<file path="src/rtl/digit_chain_counter_if.sv">
// -----------------------------------------------------------------------------
// digit_chain_counter_if
//   Control and status bundle of the cascaded modulo-N digit counter.
//
//   Signals (direction seen from the counter, i.e. the slave modport):
//     en          in   count enable; 0 = hold
//     up_dn       in   1 = count up, 0 = count down
//     clr         in   synchronous clear, active-high
//     load        in   parallel load strobe, active-high
//     load_val    in   DIGITS*DIGIT_W load value, digit 0 in LSBs
//     count_out   out  DIGITS*DIGIT_W registered count, digit 0 in LSBs
//     tc          out  terminal count in the current direction (combinational)
//     wrap_pulse  out  one-cycle registered pulse per boundary event
//     ovf         out  sticky boundary flag
//
//   master modport : whoever drives the controls (game datapath, testbench)
//   slave modport  : the counter itself
// -----------------------------------------------------------------------------
interface digit_chain_counter_if #(
  parameter int DIGITS  = 2,
  parameter int DIGIT_W = 4
);

  logic                      en;
  logic                      up_dn;
  logic                      clr;
  logic                      load;
  logic [DIGITS*DIGIT_W-1:0] load_val;
  logic [DIGITS*DIGIT_W-1:0] count_out;
  logic                      tc;
  logic                      wrap_pulse;
  logic                      ovf;

  modport master (
    output en, up_dn, clr, load, load_val,
    input  count_out, tc, wrap_pulse, ovf
  );

  modport slave (
    input  en, up_dn, clr, load, load_val,
    output count_out, tc, wrap_pulse, ovf
  );

endinterface : digit_chain_counter_if

</file>
<file path="src/rtl/digit_chain_counter.sv">
// -----------------------------------------------------------------------------
// digit_chain_counter
//   DIGITS cascaded modulo-MODULUS digits with up/down counting, parallel load
//   (out-of-range fields clamp to MODULUS-1), synchronous clear and a
//   wrap-or-saturate boundary mode. A boundary event (enable while at terminal
//   count) raises a one-cycle registered wrap_pulse and sets the sticky ovf.
//
//   Parameters:
//     DIGITS    number of cascaded digits (>= 1)
//     DIGIT_W   bits per digit
//     MODULUS   counts per digit, 2 <= MODULUS <= 2**DIGIT_W
//     SATURATE  0: wrap at either end, 1: hold at either end
//
//   Ports:
//     clk   clock, all state updates on the rising edge
//     rst   synchronous reset, active-low; overrides every other input
//     bus   digit_chain_counter_if slave modport (controls in, status out)
//
//   Edge priority: rst > clr > load > en > hold.
// -----------------------------------------------------------------------------
module digit_chain_counter #(
  parameter int DIGITS   = 2,
  parameter int DIGIT_W  = 4,
  parameter int MODULUS  = 10,
  parameter int SATURATE = 0
) (
  input  logic                  clk,
  input  logic                  rst,
  digit_chain_counter_if.slave  bus
);

  // Highest legal digit value, and MODULUS widened by one bit so a full-range
  // digit field can be compared against it without truncation.
  localparam logic [DIGIT_W-1:0] DIGIT_MAX = DIGIT_W'(MODULUS - 1);
  localparam logic [DIGIT_W:0]   MOD_EXT   = (DIGIT_W + 1)'(MODULUS);

  // ---------------------------------------------------------------------------
  // State
  // ---------------------------------------------------------------------------
  logic [DIGIT_W-1:0] r_digit [DIGITS];
  logic               r_wrap_pulse;
  logic               r_ovf;

  // ---------------------------------------------------------------------------
  // Candidate next values
  // ---------------------------------------------------------------------------
  logic [DIGIT_W-1:0] w_digit_up   [DIGITS];
  logic [DIGIT_W-1:0] w_digit_dn   [DIGITS];
  logic [DIGIT_W-1:0] w_digit_load [DIGITS];
  logic [DIGIT_W-1:0] w_digit_next [DIGITS];
  logic               w_all_max;
  logic               w_all_zero;
  logic               w_tc;
  logic               w_boundary;
  logic               w_wrap_next;
  logic               w_ovf_next;

  // Ripple carry/borrow chain. A digit steps only when every lower digit sits
  // at the extreme for the current direction; digit 0 always steps. When the
  // chain runs off the top digit the whole counter is at terminal count, and
  // the per-digit roll-over already produces the wrapped value (all-0 going
  // up, all-MAX going down), so no separate wrap path is needed.
  always_comb begin : carry_chain
    logic w_carry;
    logic w_borrow;
    // NOTE: every combinational output gets a default before any branch so no
    // path leaves it unassigned, which would otherwise infer a latch.
    w_carry    = 1'b1;
    w_borrow   = 1'b1;
    w_all_max  = 1'b0;
    w_all_zero = 1'b0;
    for (int i = 0; i < DIGITS; i++) begin
      w_digit_up[i] = r_digit[i];
      w_digit_dn[i] = r_digit[i];

      if (w_carry) begin
        w_digit_up[i] = (r_digit[i] == DIGIT_MAX) ? '0 : r_digit[i] + DIGIT_W'(1);
      end
      if (w_borrow) begin
        w_digit_dn[i] = (r_digit[i] == '0) ? DIGIT_MAX : r_digit[i] - DIGIT_W'(1);
      end

      w_carry  = w_carry  && (r_digit[i] == DIGIT_MAX);
      w_borrow = w_borrow && (r_digit[i] == '0);
    end
    w_all_max  = w_carry;
    w_all_zero = w_borrow;
  end

  // Load path: each field is clamped into 0..MODULUS-1 so digits can never
  // hold an illegal value, whatever the upstream logic presents.
  always_comb begin : load_clamp
    for (int i = 0; i < DIGITS; i++) begin
      w_digit_load[i] = bus.load_val[i*DIGIT_W +: DIGIT_W];
      if ({1'b0, bus.load_val[i*DIGIT_W +: DIGIT_W]} >= MOD_EXT) begin
        w_digit_load[i] = DIGIT_MAX;
      end
    end
  end

  // Terminal count follows the live direction input with no register stage,
  // so a direction change is honoured on the very edge it is sampled.
  assign w_tc       = bus.up_dn ? w_all_max : w_all_zero;
  assign w_boundary = bus.en && w_tc;

  // Next-state selection in edge priority order (reset is applied in the
  // register process since it overrides everything).
  always_comb begin : next_state
    w_digit_next = r_digit;
    w_wrap_next  = 1'b0;
    w_ovf_next   = r_ovf;

    if (bus.clr) begin
      for (int i = 0; i < DIGITS; i++) begin
        w_digit_next[i] = '0;
      end
      w_ovf_next = 1'b0;
    end else if (bus.load) begin
      w_digit_next = w_digit_load;
    end else if (bus.en) begin
      if (w_boundary) begin
        w_wrap_next = 1'b1;
        w_ovf_next  = 1'b1;
      end
      // In saturate mode the boundary event freezes the count; otherwise the
      // carry chain's natural roll-over is the wrap.
      if (!(w_boundary && (SATURATE != 0))) begin
        w_digit_next = bus.up_dn ? w_digit_up : w_digit_dn;
      end
    end
  end

  // ---------------------------------------------------------------------------
  // Registers
  // ---------------------------------------------------------------------------
  // NOTE: the digit array is a handful of flops rather than a RAM, so it is
  // reset explicitly; the count must read 0 straight out of reset.
  always_ff @(posedge clk) begin
    if (!rst) begin
      // NOTE: sequential state uses non-blocking assignments so every register
      // samples the pre-edge values regardless of statement order.
      for (int i = 0; i < DIGITS; i++) begin
        r_digit[i] <= '0;
      end
      r_wrap_pulse <= 1'b0;
      r_ovf        <= 1'b0;
    end else begin
      r_digit      <= w_digit_next;
      r_wrap_pulse <= w_wrap_next;
      r_ovf        <= w_ovf_next;
    end
  end

  // ---------------------------------------------------------------------------
  // Outputs
  // ---------------------------------------------------------------------------
  always_comb begin : pack_count
    bus.count_out = '0;
    for (int i = 0; i < DIGITS; i++) begin
      bus.count_out[i*DIGIT_W +: DIGIT_W] = r_digit[i];
    end
  end

  assign bus.tc         = w_tc;
  assign bus.wrap_pulse = r_wrap_pulse;
  assign bus.ovf        = r_ovf;

endmodule : digit_chain_counter

</file>
<file path="src/flat_wrapper.sv">
// flat-port wrapper written by rule: the top's interface ports become plain ports
module digit_chain_counter_flat 
#(
  parameter int DIGITS   = 2,
  parameter int DIGIT_W  = 4,
  parameter int MODULUS  = 10,
  parameter int SATURATE = 0
)
  (clk, rst, bus_en, bus_up_dn, bus_clr, bus_load, bus_load_val, bus_count_out, bus_tc, bus_wrap_pulse, bus_ovf);
  digit_chain_counter_if #(.DIGITS(DIGITS), .DIGIT_W(DIGIT_W)) bus_i ();
  input  logic clk;
  input  logic rst;
  input wire logic [$bits(bus_i.en)-1:0] bus_en;
  input wire logic [$bits(bus_i.up_dn)-1:0] bus_up_dn;
  input wire logic [$bits(bus_i.clr)-1:0] bus_clr;
  input wire logic [$bits(bus_i.load)-1:0] bus_load;
  input wire logic [$bits(bus_i.load_val)-1:0] bus_load_val;
  output wire logic [$bits(bus_i.count_out)-1:0] bus_count_out;
  output wire logic [$bits(bus_i.tc)-1:0] bus_tc;
  output wire logic [$bits(bus_i.wrap_pulse)-1:0] bus_wrap_pulse;
  output wire logic [$bits(bus_i.ovf)-1:0] bus_ovf;
  assign bus_i.en = bus_en;
  assign bus_i.up_dn = bus_up_dn;
  assign bus_i.clr = bus_clr;
  assign bus_i.load = bus_load;
  assign bus_i.load_val = bus_load_val;
  assign bus_count_out = bus_i.count_out;
  assign bus_tc = bus_i.tc;
  assign bus_wrap_pulse = bus_i.wrap_pulse;
  assign bus_ovf = bus_i.ovf;
  digit_chain_counter #(.DIGITS(DIGITS), .DIGIT_W(DIGIT_W), .MODULUS(MODULUS), .SATURATE(SATURATE)) u_core (.clk(clk), .rst(rst), .bus(bus_i));
endmodule
</file>
<file path="config.mk">
export PLATFORM = sky130hd
export DESIGN_NAME = digit_chain_counter_flat
export DESIGN_NICKNAME = d
export VERILOG_FILES = /design/src/rtl/digit_chain_counter_if.sv /design/src/rtl/digit_chain_counter.sv /design/src/flat_wrapper.sv
export SDC_FILE = /design/constraint.sdc
export NUM_CORES = 1
export LEC_CHECK = 0
export BUFFER_PORTS_ARGS = -buffer_cell sky130_fd_sc_hd__buf_4
export CORE_MARGIN = 10
export CORE_UTILIZATION = 49
export CTS_CLUSTER_SIZE = 16
export DETAILED_ROUTE_END_ITERATION = 8
export HOLD_SLACK_MARGIN = 0.06
export PLACE_DENSITY = 0.77
export RECOVER_POWER = 25
export SLEW_MARGIN = 5
export SYNTH_ARGS = -nofsm -noshare
export SYNTH_HDL_FRONTEND = slang
export SYNTH_SLANG_ARGS = --single-unit
export TNS_END_PERCENT = 50
</file>
<file path="constraint.sdc">
create_clock -name clk -period 1.7 [get_ports clk]
set_input_delay 0.34 -clock clk [delete_from_list [all_inputs] [get_ports clk]]
set_output_delay 0.34 -clock clk [all_outputs]
set_load 0.02 [all_outputs]
</file>
==> results of run 1 <==
-- sequential cells by signal (all words and copies together) (netlist names) --
register and count:
u_core.bus.wrap_pulse 1, u_core.bus.count_out 8, u_core.bus.ovf 1
-- logic make-up after synthesis --
group / Yosys count / synth area share
flops: 10 / 0.256
buf+inv: 18 / 0.110
xor+xnor: 5 / 0.0560
compound gates: 39 / 0.328
simple gates: 30 / 0.250
-- timing repair --
| action | 4_1_cts | 5_1_grt |
|---|---|---|
| setup endpoints to repair | 1 | 6 |
| gates cloned | 0 | 0 |
| setup buffers | 7 | 1 |
| hold buffers | 0 | 0 |
| gates resized for setup | 4 | 5 |
| pin swaps | 3 | 2 |
-- final timing paths --
| check | to | slack [ns] |
|---|---|---|
| max | bus_tc | -0.20 |
| min reg2reg | u_core.bus.ovf$_SDFFE_PP0P_ | 0.47 |
| min | u_core.bus.count_out[1]$_SDFFE_PP0P_ | 0.34 |
| max reg2reg | u_core.bus.ovf$_SDFFE_PP0P_ | -0.11 |
-- power groups by stage --
stage | combinational [mW] | sequential [mW] | clock, mW
2_1_floorplan | 0.110 | 0.269 | 0
3_3_place_gp | 0.183 | 0.263 | 0
3_5_place_dp | 0.188 | 0.264 | 0
4_1_cts | 0.218 | 0.257 | 0.176
5_1_grt | 0.240 | 0.260 | 0.191
6_report | 0.223 | 0.258 | 0.174
-- metal layers --
| metal | vias to the layer above | track usage |
|---|---|---|
| met5 | - | 0 |
| met2 | 55 | 0.219 |
| met1 | 406 | 0.179 |
| met3 | 12 | 0.0466 |
| li1 | 440 | - |
| met4 | 0 | 0.0897 |
-- critical path: stages, from the launching register on --
cell and delay (ns):
dfxtp_2 0.32, or4_4 0.52, o22ai_4 0.13, and3_4 0.21, buf_6 0.11
-- metrics by stage --
step                power [mW]  cells  setup TNS [ns]  hold WS [ns]  area (um2)
finish                   0.655    150          -0.429         0.337        1090
global route             0.690    150          -0.686         0.345        1090
CTS                      0.651    151          -0.480         0.333        1100
detailed placement       0.451    141               0         0.441        1000
global placement         0.445    141               0         0.437        1000
floorplan                0.379    102               0         0.483         800
-- area by class of cell --
type | instances | area [um2] | share of cell area
Clock buffer | 3 | 22.5 | 0.0206
Inverter | 9 | 33.8 | 0.0309
Multi-Input combinational cell | 74 | 531 | 0.485
Sequential cell | 10 | 206 | 0.189
Tap cell | 16 | 20.0 | 0.0183
Timing Repair Buffer | 38 | 282 | 0.257
-- cells in the final DEF, fill, tap and decap left out, drive strengths merged, types with 2 or more instances in the layout --
| master | netlist | final |
|---|---|---|
| a21oi | 6 | 6 |
| nor2 | 8 | 8 |
| nor2b | 2 | 2 |
| nand4 | 2 | 2 |
| buf | 7 | 35 |
| a31oi | 7 | 7 |
| o21ai | 11 | 11 |
| nand2 | 3 | 3 |
| or4 | 3 | 3 |
| a221oi | 3 | 3 |
| nor4 | 2 | 2 |
| xnor2 | 4 | 4 |
| dfxtp | 10 | 10 |
| and2 | 2 | 2 |
| o211ai | 3 | 3 |
| inv | 8 | 8 |
| clkbuf | 2 | 6 |
| nand2b | 3 | 3 |
| and3 | 2 | 2 |
==> results.md, run 1 <==
* Global-route wire length before repair at 4110 um
* Failing checks: setup timing
* Internal at 438 uW
* Die Y at 60.0 um
* Post-Route WL at 2530 um
* Layout cell share with drive strength beyond 1 at 0.396
* Most frequent cell after synthesis: o21ai_0
* Number of library cell types mapped by synthesis at 41
* Syn Std Cell Area at 782 um2
* Critical path class: reg2out
* FF-to-FF path depth at 9
* Vias at 913
* Crit path launch type: flip-flop
* CORE AREA at 1510 um2
* CTS Buf Count at 3
* CTS max path bufs at 2
* Chip width at 60.0 um
* Reg clk slew, reported paths at 0.07 ns
* Setup slack after layout at -0.205 ns
* Ys Warns at 0
* Antenna-violating nets left at 0
* Final Hold Viols at 0
* Clk_lat worst skew at 0.28 ns
* Synth cell count leaders: o21ai_0, dfxtp_1, inv_1
* Crit path DAT at 1.56 ns
* Fmax at 525 MHz
* Max-slew headroom at 0.712
* Status: complete, but fails checks
* Die area at 3590 um2
* CTS tree: built
* Fin. max-slew vios at 0
* Gpl congestion at 0.900
* VDD IR-drop max at 0.540 mV
* Worst Path Max Fanout at 2
* Dpl hpwl at 1790 um
* WL met2 at 1160 um
* Fillers at 136
* Tmin final at 1.90 ns
* H-Tree Depth at 1
* WHS Path Cells at 3
* Grt ovf at 0
* Vias in the first global route at 869
* Pin count of the biggest net entering global routing at 12
* Setup Slack @ Placement at 0.000143 ns
* Final period util at 1.12
* Syn_area_per_cell at 7.67 um2
* # DRC at 0
* Worst Path Required at 1.36 ns
* Least-Margin Pin Slew at 0.431 ns
* RSZ-0062 raised after global routing: true
* Comb pwr share at 0.341
* Top cells by area, synth: dfxtp_1, o21ai_0, a31oi_1
* Clock skew at 0.00199 ns
* Final setup fails at 4
* Root Buffer: clkbuf_4
* NetSw at 218 uW
* Clk pwr share at 0.266
* WL met1 at 1070 um
* Min-Delay Startpoint: bus_load_val[1]
* # diodes at 0
* Hold Path Class: in2reg
* Clk sinks at 10
* DRT Pass-1 Iters at 4
* Largest area contributor in the netlist: dfxtp_1
* Post-Syn Nets at 116
* Seq cells post-synth at 10
* Util after Layout at 0.727
* P per Cell Area at 599 nW/um2
* Sw Share at 0.332
* IO Count at 25
* Max Cap Viol at 0
* Crit path launch: u_core.bus.count_out[7]$_SDFFE_PP0P_
* Top Layer Used: met4
* Final nets at 150
* Syn Inst Count at 102
* Pleak at 0.434 nW
* Rows at 14
* Crit Reg-Reg Startpoint: u_core.bus.count_out[7]$_SDFFE_PP0P_
* Initial DRC count at 36
* Ys flop type: dfxtp_1
* Synth top area share at 0.256
* Syn-to-layout area delta at 40.0%
* Met3 wire len at 225 um
* EDFF count, synth at 0
* FFs w/ async S/R, synth at 0
* Via/cell ratio at 6.09
* Register area share after synthesis at 0.256
* # port buffers at 24
* DR WL/cell at 16.9 um
* Starting Density at 0.519
* Sequential fraction of design power at 0.394
* Worst setup EP type: primary output
* Antenna violations before repair at 0
* Gr usage total at 0.148
No activity file was read; power rests on OpenSTA's default activity.
==> inputs of run 2 (changes only) <==
Settings changed: CORE_UTILIZATION 49 to 41, PLACE_DENSITY 0.77 to 0.67.
==> results.md, run 2 (synthesized netlist as in run 1, its figures left out) <==
* # DRC at 0 (unchanged)
* Antenna violations before repair at 0 (unchanged)
* Clock skew at 0.00401 ns (+0.00203 ns)
* Pleak at 0.434 nW (about the same)
* Setup Slack @ Placement at 0.0387 ns (+0.0385 ns)
* Tmin final at 1.86 ns (-0.0409 ns)
* Crit path to: bus_tc
* Post-Layout Inst Area at 1090 um2 (unchanged)
* Die Y at 63.7 um (+6.2%)
* Max reg flops at 8 (unchanged)
* Fin. max-slew vios at 0 (unchanged)
* Failing checks: setup timing
* Gr usage total at 0.110 (-0.0378)
* Critical path's slowest cell: or4_4
* Max-slew headroom at 0.718 (+0.00551)
* Clk sinks at 10 (unchanged)
* Least-Margin Pin Slew at 0.423 ns (-0.00825 ns)
* # diodes at 0 (unchanged)
* Reg clk slew, reported paths at 0.06 ns (about the same)
* Initial DRC count at 17 (-53%)
* Dpl hpwl at 1670 um (-6.9%)
* CORE AREA at 1760 um2 (+17%)
* Critical path cell sequence: or4_4, o22ai_2, and3_4, buf_6
* Layout cell share with drive strength beyond 1 at 0.373 (-0.0224)
* Root Buffer: clkbuf_4
* Min-Delay Startpoint: bus_load
* Crit path DAT at 1.52 ns (-0.04 ns)
* Final Hold Viols at 0 (unchanged)
* Vias at 853 (-6.6%)
* Rows at 15 (+1)
* Worst Path Max Fanout at 2 (unchanged)
* H-Tree Depth at 1 (unchanged)
* Reg-to-reg critical path endpoint: u_core.bus.ovf$_SDFFE_PP0P_
* Final setup fails at 2 (-2)
* Total Power at 636 uW (-3.0%)
* RSZ-0062 raised after global routing: true
* Internal reg-to-reg setup slack at -0.02 ns (+0.09 ns)
* Pin count of the biggest net entering global routing at 12 (unchanged)
* CTS Buf Count at 3 (unchanged)
* Status: complete, but fails checks
* Post-Route WL at 2190 um (-14%)
* Hold Path Class: in2reg
* Most frequent cells in the layout: buf_4, o21ai_0, inv_1
* Chip width at 63.7 um (+6.2%)
* DR WL/cell at 13.7 um (-19%)
* Antenna-violating nets left at 0 (unchanged)
* Commonest non-fill, non-tap cell in the layout: buf_4
* Critical path class: reg2out
* CP max stage delay at 0.50 ns (-0.02 ns)
* P per Cell Area at 581 nW/um2 (-3.0%)
* Vias in the first global route at 830 (-4.5%)
* WP depth at 4 (unchanged)
* CTS tree: built
* VDD IR-drop max at 0.496 mV (-8.3%)
* CP delay by family, top: simple AND/OR/NAND/NOR gates
* Final nets at 150 (unchanged)
* Clk_lat worst skew at 0.27 ns (about the same)
* Gpl congestion at 0.768 (-15%)
* FF-to-FF path depth at 9 (unchanged)
* Worst Path Required at 1.36 ns (about the same)
* Setup slack after layout at -0.164 ns (+0.0409 ns)
* Global-route wire length before repair at 3710 um (-9.9%)
* Fillers at 182 (+34%)
* Final period util at 1.10 (-0.0241)
* CTS max path bufs at 2 (unchanged)
* IO Count at 25 (unchanged)
* Worst setup EP type: primary output
* Fmax at 537 MHz (+2.2%)
* # port buffers at 24 (unchanged)
* Buf/Inv on CP at 1 (unchanged)
* Grt ovf at 0 (unchanged)
* Via/cell ratio at 5.36 (-12%)
* DRT Pass-1 Iters at 4 (unchanged)
* Crit Reg-Reg Startpoint: u_core.bus.count_out[7]$_SDFFE_PP0P_
* Placed Area at 1020 um2 (+1.9%)
* Crit path launch: u_core.bus.count_out[7]$_SDFFE_PP0P_
* Max Cap Viol at 0 (unchanged)
* Starting Density at 0.443 (-0.0758)
* Crit path launch type: flip-flop
* Syn-to-layout area delta at 40.0% (unchanged)
* Die area at 4050 um2 (+13%)
run 2: worst reg2reg max path: stages, from the launching register on:
cell	delay, ns
dfxtp_2	0.32
or4_4	0.50
o22ai_2	0.12
buf_4	0.13
buf_6	0.08
buf_6	0.08
buf_6	0.08
buf_6	0.07
nand4_1	0.12
a21oi_1	0.15
run 2: repair_timing:
item / CTS / global route
hold buffers: 0 / 0
pin swaps: 2 / 0
buffers inserted: 5 / 0
resized for setup: 7 / 0
endpoints found under the setup margin: 1 / 3
endpoints found under the hold margin: 0 / 0
run 2: metal layers:
layer / up-vias / GRT usage / part of all wire / wire (um)
li1: 439 / - / - / -
met1: 383 / 0.138 / 0.48 / 1050
met2: 26 / 0.161 / 0.43 / 937
met3: 5 / 0.0406 / 0.072 / 157
met4: 0 / 0.0492 / 0.018 / 40
met5: - / 0 / 0 / 0
run 2: worst min-delay path by stage:
stage                                                end  slack, ns  cells past startpoint
finish              u_core.bus.count_out[1]$_SDFFE_PP0P_       0.34                      2
global route        u_core.bus.count_out[3]$_SDFFE_PP0P_       0.36                      3
global placement             u_core.bus.ovf$_SDFFE_PP0P_       0.44                      2
detailed placement           u_core.bus.ovf$_SDFFE_PP0P_       0.45                      2
CTS                 u_core.bus.count_out[1]$_SDFFE_PP0P_       0.34                      2
floorplan           u_core.bus.count_out[3]$_SDFFE_PP0P_       0.48                      2
run 2: per-stage QoR:
step,cells,TNS (ns),hold WS [ns],util
after floorplan,102,0,0.483,-
after global placement,151,0,0.440,0.579
after detailed placement,151,0,0.445,0.579
after CTS,159,-0.167,0.340,0.627
after global routing,159,-0.373,0.356,0.621
final,159,-0.187,0.339,0.621
run 2: area by class of cell:
class / instances / area (um2) / share of cell area
inverter: 9 / 33.8 / 0.0309
tap: 25 / 31.3 / 0.0286
multi-input combinational: 74 / 510 / 0.466
sequential: 10 / 204 / 0.186
clock buffer: 3 / 22.5 / 0.0206
timing repair buffer: 38 / 293 / 0.267
run 2: power breakdown:
part           internal [mW]  total, mW  switching (mW)
registers              0.244      0.257          0.0130
logic                  0.113      0.216           0.103
clock network         0.0819      0.163          0.0809
